$ cat src/rtl/lsu_pkg.sv
// Shared types and helpers for the load/store unit.
package lsu_pkg;

  typedef enum logic [1:0] {
    SZ_BYTE = 2'b00,
    SZ_HALF = 2'b01,
    SZ_WORD = 2'b10,
    SZ_ILL  = 2'b11
  } size_e;

  typedef enum logic [1:0] {
    IDLE = 2'b00,
    RD   = 2'b01,
    WR   = 2'b10,
    DONE = 2'b11
  } lsu_state_e;

  // True when the access cannot be served within one aligned word.
  function automatic logic is_misaligned(size_e sz, logic [1:0] ln);
    logic bad;
    case (sz)
      SZ_BYTE: bad = 1'b0;
      SZ_HALF: bad = ln[0];
      SZ_WORD: bad = |ln;
      default: bad = 1'b1;
    endcase
    return bad;
  endfunction

endpackage

$ cat src/rtl/lsu_lane_align.sv
// Byte-lane extract/extend for loads and lane merge for sub-word stores.
module lsu_lane_align
  import lsu_pkg::*;
(
  input  logic [31:0] rword,
  input  logic [1:0]  ln,
  input  size_e       size,
  input  logic        is_unsigned,
  input  logic [31:0] wdata,
  output logic [31:0] load_data,
  output logic [31:0] merged_word
);

  logic [4:0]  sh;
  logic [31:0] shifted;
  logic [31:0] mask;

  assign sh      = {ln, 3'b000};
  assign shifted = rword >> sh;

  // Extract the addressed lane(s) and extend to 32 bits.
  always_comb begin
    load_data = rword;
    case (size)
      SZ_BYTE: load_data = is_unsigned ? {24'h0, shifted[7:0]}
                                       : {{24{shifted[7]}}, shifted[7:0]};
      SZ_HALF: load_data = is_unsigned ? {16'h0, shifted[15:0]}
                                       : {{16{shifted[15]}}, shifted[15:0]};
      default: load_data = rword;
    endcase
  end

  // Lanes covered by the store; words cover all four.
  always_comb begin
    mask = 32'hFFFF_FFFF;
    case (size)
      SZ_BYTE: mask = 32'h0000_00FF << sh;
      SZ_HALF: mask = 32'h0000_FFFF << sh;
      default: mask = 32'hFFFF_FFFF;
    endcase
  end

  assign merged_word = (rword & ~mask) | ((wdata << sh) & mask);

endmodule

$ cat src/rtl/mem_lsu.sv
// Load/store unit: word-aligns core accesses, RMW for sub-word stores.
module mem_lsu
  import lsu_pkg::*;
#(
  parameter int unsigned AW = 16
) (
  input  logic          i_clk,
  input  logic          i_rst_n,
  input  logic          i_req,
  input  logic          i_we,
  input  logic [1:0]    i_size,
  input  logic          i_unsigned,
  input  logic [AW-1:0] i_addr,
  input  logic [31:0]   i_wdata,
  output logic          o_ready,
  output logic          o_done,
  output logic          o_err,
  output logic [31:0]   o_rdata,
  output logic [AW-1:0] o_A,
  output logic [31:0]   o_WD,
  output logic          o_WE,
  input  logic [31:0]   i_RD
);

  lsu_state_e    state_q, state_d;
  logic          we_q;
  size_e         size_q;
  logic          uns_q;
  logic [AW-1:0] wa_q;
  logic [1:0]    ln_q;
  logic [31:0]   wdata_q;
  logic          err_q;
  logic [31:0]   rword_q;

  logic          accept;
  logic          req_err;
  logic [31:0]   align_word;
  logic [31:0]   load_data;
  logic [31:0]   merged_word;

  assign accept  = (state_q == IDLE) && i_req;
  assign req_err = is_misaligned(size_e'(i_size), i_addr[1:0]);

  // State register.
  always_ff @(posedge i_clk) begin
    if (!i_rst_n) state_q <= IDLE;
    else          state_q <= state_d;
  end

  // Next-state logic.
  always_comb begin
    state_d = state_q;
    case (state_q)
      IDLE: begin
        if (i_req) begin
          if (req_err)                                 state_d = DONE;
          else if (!i_we)                              state_d = RD;
          else if (size_e'(i_size) == SZ_WORD)         state_d = WR;
          else                                         state_d = RD;
        end
      end
      RD:      state_d = we_q ? WR : DONE;
      WR:      state_d = DONE;
      DONE:    state_d = IDLE;
      default: state_d = IDLE;
    endcase
  end

  // Request latch, read-word capture and load result.
  always_ff @(posedge i_clk) begin
    if (!i_rst_n) begin
      we_q    <= 1'b0;
      size_q  <= SZ_BYTE;
      uns_q   <= 1'b0;
      wa_q    <= '0;
      ln_q    <= 2'b00;
      wdata_q <= 32'h0;
      err_q   <= 1'b0;
      rword_q <= 32'h0;
      o_rdata <= 32'h0;
    end else begin
      if (accept) begin
        we_q    <= i_we;
        size_q  <= size_e'(i_size);
        uns_q   <= i_unsigned;
        wa_q    <= {i_addr[AW-1:2], 2'b00};
        ln_q    <= i_addr[1:0];
        wdata_q <= i_wdata;
        err_q   <= req_err;
      end
      if (state_q == RD) begin
        rword_q <= i_RD;
        if (!we_q) o_rdata <= load_data;
      end
    end
  end

  // Loads extract straight from the bus in RD; stores merge from the captured word.
  assign align_word = (state_q == RD) ? i_RD : rword_q;

  lsu_lane_align u_align (
    .rword       (align_word),
    .ln          (ln_q),
    .size        (size_q),
    .is_unsigned (uns_q),
    .wdata       (wdata_q),
    .load_data   (load_data),
    .merged_word (merged_word)
  );

  assign o_ready = (state_q == IDLE);
  assign o_done  = (state_q == DONE);
  assign o_err   = (state_q == DONE) && err_q;
  assign o_A     = ((state_q == RD) || (state_q == WR)) ? wa_q : '0;
  assign o_WE    = (state_q == WR);
  assign o_WD    = (state_q == WR) ? merged_word : 32'h0;

endmodule

$ cat config.mk
export PLATFORM = sky130hd
export DESIGN_NAME = mem_lsu
export DESIGN_NICKNAME = d
export VERILOG_FILES = /design/src/rtl/lsu_pkg.sv /design/src/rtl/lsu_lane_align.sv /design/src/rtl/mem_lsu.sv
export SDC_FILE = /design/constraint.sdc
export NUM_CORES = 1
export LEC_CHECK = 0
export CAP_MARGIN = 20
export CORE_ASPECT_RATIO = 1.5
export CORE_UTILIZATION = 48
export CTS_CLUSTER_DIAMETER = 50
export CTS_CLUSTER_SIZE = 28
export DETAILED_ROUTE_END_ITERATION = 10
export PLACE_DENSITY = 0.8
export SETUP_SLACK_MARGIN = 0.3
export SLEW_MARGIN = 15
export SYNTH_ARGS = -nofsm -noshare
export SYNTH_HDL_FRONTEND = slang
export SYNTH_SLANG_ARGS = --single-unit
$ cat constraint.sdc
create_clock -name i_clk -period 3.1 [get_ports i_clk]
set_clock_uncertainty 0.05 [all_clocks]
set_input_delay 0.775 -clock i_clk [delete_from_list [all_inputs] [get_ports i_clk]]
set_output_delay 0.775 -clock i_clk [all_outputs]
set_load 0.01 [all_outputs]
==> results of run 1 <==
worst reg2reg max path: cells and delay by family, from the launching register on:
kind            cells  cell delay, ps
compound gates      3             920
buf+inv             5             650
mux                 1             370
flops               1             330
fa+ha+maj           1             240
kinds of logic (layout without fill, tap and decap cells):
logic type                 after synthesis  count (layout)
DFF                                    119             119
and+or+nand+nor                        296             296
AOI/OAI and AO/OA                      212             212
buffers and inverters                   88             317
adders and majority gates                4               4
other                                    1               3
muxes                                   56              56
routing by layer:
layer  track usage [%]  share of wire (%)  vias to the layer above
li1                  -                  -                     3190
met1              41.0                 35                     3323
met3              9.53                8.7                      172
met2              57.1                 48                      541
met4              28.0                8.3                        0
met5                 0                  0                        -
Yosys cell counts, types with 7 or more instances:
cell       count  area (um^2)
nand2_1      139          522
dfxtp_1      119         2380
a21oi_1       69          345
nor2_1        64          240
mux2i_1       40          400
clkbuf_1      36          135
nor3_1        33          165
a211oi_1      31          233
and2_1        23          144
o221ai_1      23          201
inv_1         21         78.8
nor2b_1       18          113
o21a_1        18          135
buf_2         16         80.1
o21ai_0       13         65.1
a21oi_2       11         96.3
and3_1         9         56.3
a221oi_1       8         70.1
a22oi_1        8         60.1
mux4_2         8          180
o211ai_1       8         60.1
a2bb2oi_1      7         61.3
mux2_2         7         78.8
o31ai_1        7         52.6
flip-flops by register name, summed over array words and instances (netlist names):
| signal | count |
|---|---|
| uns_q | 1 |
| rword_q | 32 |
| wa_q | 14 |
| we_q | 1 |
| o_rdata | 32 |
| size_q | 2 |
| ln_q | 2 |
| wdata_q | 32 |
| state_q | 2 |
| err_q | 1 |
what timing repair did:
action	CTS	global route
resized for setup	213	30
setup buffers	33	13
setup endpoints to repair	46	47
cloned	4	0
pin swaps	14	19
area by class of cell:
type,count,share of cell area [%]
sequential,119,24.2
timing repair buffer,264,25.8
multi-input combinational,570,40.5
antenna,1,0.0254
clock inverter,7,1.40
tap,159,2.02
clock buffer,25,5.23
inverter,21,0.799
worst paths after layout:
check,endpoint,slack (ps),cells after the start,startpoint
setup / recovery,o_WD[13],150,9,state_q[1]$_SDFFE_PN0P_
hold / removal,wa_q[7]$_SDFFE_PN0P_,400,2,wa_q[7]$_SDFFE_PN0P_
setup reg to reg,o_rdata[10]$_SDFFE_PN0P_,430,10,state_q[1]$_SDFFE_PN0P_
hold reg to reg,wa_q[7]$_SDFFE_PN0P_,400,2,wa_q[7]$_SDFFE_PN0P_
report_power, final:
| group | internal, mW | switching [mW] | total, mW | leakage (nW) |
|---|---|---|---|---|
| clock | 1.47 | 0.726 | 2.20 | 0.320 |
| combinational | 2.44 | 2.47 | 4.91 | 2.60 |
| sequential | 1.89 | 0.292 | 2.19 | 0.977 |
==> results_dict.tcl, run 1 <==
set metrics [dict create \
    status "finished, final reports clean" \
    cp.required_ps 2270 \
    pin_count 171 \
    async_reset_ff_share_pct 0 \
    route.detailed.wl_per_inst_um 21.4 \
    synth_area_um2 6330 \
    synth-edff-count 0 \
    layout-drive-gt1-share_pct 24.4 \
    max_cap_violations 0 \
    post-dp-hpwl_um 14600 \
    placed_area_um2 8290 \
    cts-root-to-sink-buffers 2 \
    final.setup.worst_slack_ps 147 \
    setup_tns_ps 0 \
    detailroute.via_count 7226 \
    crit_family "buffers and inverters" \
    floorplan.initialDensity_pct 48.9 \
    hold_viol 0 \
    finish.cell_count_without_fillers 1166 \
    cell_chain_critical_path "inv_2 -> ha_4 -> buf_12 -> buf_16 -> buf_12 -> mux2i_4 -> nor2_1 -> o21a_1 -> buf_2" \
    period_share_pct 95.2 \
    cts_hold_buffers 0 \
    viasPerCell 6.20 \
    global_route_wire_length_before_repair_um 36800 \
    clkLatencyLatePin_ps 420 \
    synth_cells 776 \
    ctsRootBufferMaster "clkbuf_16" \
    crit_arrival_ps 2130 \
    synth-adder-area-share_pct 0.790 \
    cp_slowest_cell "dfxtp_2" \
    critPathMaxStageDelay_ps 330 \
    yosys_warnings 0 \
    synthFlopType "dfxtp_1" \
    critical_path.startpoint_type "flip-flop" \
    row_count 51 \
    totalWireLength_um 24900 \
    synth_top_family_by_area "compound AO/OA/AOI/OAI gates" \
    place.detailed.instances 1083 \
    grt_start_max_net_pins 65 \
    leakage_nw 3.89 \
    layout.cells.most_common_list "138 x nand2_1, 127 x clkdlybuf4s50_1, 113 x dfxtp_1" \
    h_tree_levels 4 \
    globalRoute.totalOverflow 0 \
    crit_path_max_fanout 6 \
    relative_slew_slack_pct 46.6 \
    finalSetupViolCount 0 \
    synth_compound_gate_area_share_pct 23.6 \
    die-width_um 95.8 \
    max_clock_freq_ghz 0.339 \
    ir_worst_vdd_uv 638 \
    cts_inserted_buffers 17 \
    antenna_left 0 \
    track_usage_pct 36.2 \
    synth_xor_xnor_area_share_pct 0 \
    mostFrequentLayoutCell "nand2_1" \
    via_count_of_the_first_global_routing_pass 6900 \
    ys_seq_area_share_pct 37.6 \
    drtIter0Drc 744 \
    area_delta_synth_final_pct 55.8 \
    endpoint_kind "primary output" \
    post-route-drc-count 0 \
    nets 1084 \
    die_h_um 143 \
    place_congestion 0.937 \
    total_power_mw 9.29 \
    criticalPathCategory "reg2out" \
    report.final.slew_viol_count 0 \
    final_area_um2 9870 \
    numClockSinks 119 \
    syn_avg_cell_area_um2 8.16 \
    worstHoldPathType "reg2reg" \
    finalCriticalPeriod_ps 2950 \
    placeable_core_region_um2 13000 \
    post-place-ws_ps -6.78 \
    synthesized_area_fraction_occupied_by_and_or_nand_nor_cells_pct 21.0 \
    synth.ff_latch_count 119 \
    critical-path-top-cell-by-count "buf_12" \
    muxShareOfSynthArea_pct 10.6 \
    die-area_um2 13700 \
    cts_tree "done" \
    area_of_the_multi_input_gates_um2 4000 \
    least_margin_pin_slew_ps 796 \
    number_of_antenna_violations_at_the_first_check_in_global_routing 1 \
    synth.lib_cells_used.distinct 48 \
    layout.core_utilization_pct 76.2 \
    worst_setup_hold_path_clk_slew_ps 50 \
    worst_hold_slack_ps 400 \
    path_buf_inv 5 \
    final.fill_count 817 \
    buffers_on_ports 168 \
    powerDensity_nw_per_um2 942 \
    grt_setup_unrepaired "true" \
    sequential_cell_area_um2 2390 \
    detailedRoute.firstPassIterationCount 6 \
]
(Power assumes the default switching activity.)
==> run 2: changes to the inputs <==
--- a/config.mk
+++ b/config.mk
@@ -11,7 +11,7 @@
 export CTS_CLUSTER_DIAMETER = 50
 export CTS_CLUSTER_SIZE = 28
 export DETAILED_ROUTE_END_ITERATION = 10
-export PLACE_DENSITY = 0.8
+export PLACE_DENSITY = 0.78
 export SETUP_SLACK_MARGIN = 0.3
 export SLEW_MARGIN = 15
 export SYNTH_ARGS = -nofsm -noshare
==> results_dict.tcl, run 2 (synthesized netlist as in run 1, its figures left out) <==
set metrics [dict create \
    place_congestion 0.909 \
    hold_viol 0 \
    endpoint_kind "primary output" \
    detailroute.via_count 7022 \
    die-width_um 95.8 \
    worst_setup_hold_path_clk_slew_ps 50 \
    worst_r2r_end "o_rdata[13]$_SDFFE_PN0P_" \
    pin_count 171 \
    status "finished with violations" \
    report.final.slew_viol_count 0 \
    post-route-drc-count 2 \
    buffers_on_ports 168 \
    numClockSinks 119 \
    failing_checks "design-rule violations" \
    crit_arrival_ps 2050 \
    critical_path_start "state_q[1]$_SDFFE_PN0P_" \
    track_usage_pct 33.0 \
    layout_top_registers "o_rdata x32, rword_q x32, wdata_q x32" \
    worstHoldEndpoint "wa_q[12]$_SDFFE_PN0P_" \
    leakage_nw 3.71 \
    nets 1085 \
    worstHoldPathType "reg2reg" \
    max_cap_violations 0 \
    layout.cells.most_common_list "138 x nand2_1, 133 x clkdlybuf4s50_1, 114 x dfxtp_1" \
    post-dp-hpwl_um 14500 \
    row_count 51 \
    worst_hold_slack_ps 398 \
    relative_slew_slack_pct 47.5 \
    crit-reg2reg-launch "state_q[1]$_SDFFE_PN0P_" \
    rrSetupSlack_ps 450 \
    cts-root-to-sink-buffers 2 \
    via_count_of_the_first_global_routing_pass 6495 \
    totalWireLength_um 23700 \
    area_of_the_multi_input_gates_um2 4010 \
    global_route_wire_length_before_repair_um 34000 \
    max_clock_freq_ghz 0.348 \
    drtIter0Drc 472 \
    finish.cell_count_without_fillers 1164 \
    finalCriticalPeriod_ps 2870 \
    cts_hold_buffers 0 \
    number_of_antenna_violations_at_the_first_check_in_global_routing 0 \
    setup_tns_ps 0 \
    clkLatencyLatePin_ps 420 \
    placeable_core_region_um2 13000 \
    mostFrequentLayoutCell "nand2_1" \
    floorplan.initialDensity_pct 48.9 \
    period_share_pct 92.7 \
    globalRoute.totalOverflow 0 \
    finalSetupViolCount 0 \
    criticalPathCategory "reg2out" \
    antenna_left 0 \
    detailedRoute.firstPassIterationCount 10 \
    num_antenna_cells 0 \
    place.detailed.instances 1089 \
    grt_setup_unrepaired "true" \
    layout-drive-gt1-share_pct 24.9 \
    worst_hold_startpoint "wa_q[12]$_SDFFE_PN0P_" \
    cts_tree "done" \
    hold-path-cell-count 2 \
    critical_path.startpoint_type "flip-flop" \
    total_power_mw 8.98 \
    ctsRootBufferMaster "clkbuf_16" \
    die_h_um 143 \
    area_delta_synth_final_pct 53.9 \
    least_margin_pin_slew_ps 783 \
    cp.required_ps 2270 \
    die-area_um2 13700 \
    crit_path_max_fanout 7 \
    sequential_cell_area_um2 2390 \
    h_tree_levels 4 \
    grt_start_max_net_pins 43 \
    powerDensity_nw_per_um2 921 \
    timing.reg2reg.worst_path_depth 10 \
    route.detailed.wl_per_inst_um 20.3 \
    cts_inserted_buffers 17 \
    final.fill_count 877 \
    ir_worst_vdd_uv 521 \
    viasPerCell 6.03 \
]
## run 2: cell count changes in the layout (fill, tap and decap cells not counted), moves of 3 or more
| cell | previous run | this run |
|---|---|---|
| buf_4 | 72 | 75 |
| buf_12 | 9 | 5 |
| dlymetal6s2s_1 | 9 | 2 |
| clkdlybuf4s50_1 | 127 | 133 |
## run 2: through the flow
stage / setup WS, ps / area [um^2] / utilization (%)
2_1_floorplan: 633 / 6340 / -
4_1_cts: 215 / 9510 / 73.4
3_3_place_gp: -6.23 / 8320 / 64.2
6_report: 228 / 9750 / 75.3
3_5_place_dp: -0.372 / 8320 / 64.2
5_1_grt: 183 / 9750 / 75.3
## run 2: worst max-delay path by stage
stage / to / cells after the start
after detailed placement: o_WD[16] / 5
after CTS: o_WD[22] / 8
final: o_A[8] / 6
after floorplan: o_WD[0] / 8
after global placement: o_WD[16] / 5
after global routing: o_A[13] / 6
## run 2: worst max-delay path, cell delays in order, from the launching register on
cell and delay (ps):
dfxtp_2 370, inv_4 50, buf_4 140, ha_4 280, buf_6 120, and2_1 120, clkdlybuf4s50_1 540
## run 2: report_power, final
group / internal [mW] / total [mW] / switching [mW]
logic: 2.43 / 4.83 / 2.40
registers: 1.89 / 2.18 / 0.289
clock network: 1.25 / 1.96 / 0.709
## run 2: layout make-up
type                       instances  area share (%)
multi-input combinational        570            41.1
timing repair buffer             265            25.5
sequential                       119            24.5
clock buffer                      22            4.97
tap                              159            2.04
clock inverter                     8            1.00
inverter                          21           0.834
## run 2: per-layer routing
layer  share of wire [%]  global-route usage (%)  up-vias
li1                    -                       -     3171
met1                  37                    38.0     3294
met2                  48                    53.6      414
met3                 6.9                    7.03      143
met4                 8.4                    22.7        0
met5                   0                       0        -
## run 2: what timing repair did
| action | CTS | global route |
|---|---|---|
| gates cloned | 4 | 0 |
| pin swaps | 8 | 22 |
| endpoints found under the setup margin | 46 | 47 |
| setup buffers | 28 | 13 |
| resized for setup | 207 | 37 |
==> run 3: changes to the inputs <==
--- a/config.mk
+++ b/config.mk
@@ -11,6 +11,7 @@
 export CTS_CLUSTER_DIAMETER = 50
 export CTS_CLUSTER_SIZE = 28
 export DETAILED_ROUTE_END_ITERATION = 10
+export HOLD_SLACK_MARGIN = 0.12
 export PLACE_DENSITY = 0.78
 export SETUP_SLACK_MARGIN = 0.3
 export SLEW_MARGIN = 15
==> results of run 3 <==
No change in the layout: final DEF, timing and power equal those of run 2.
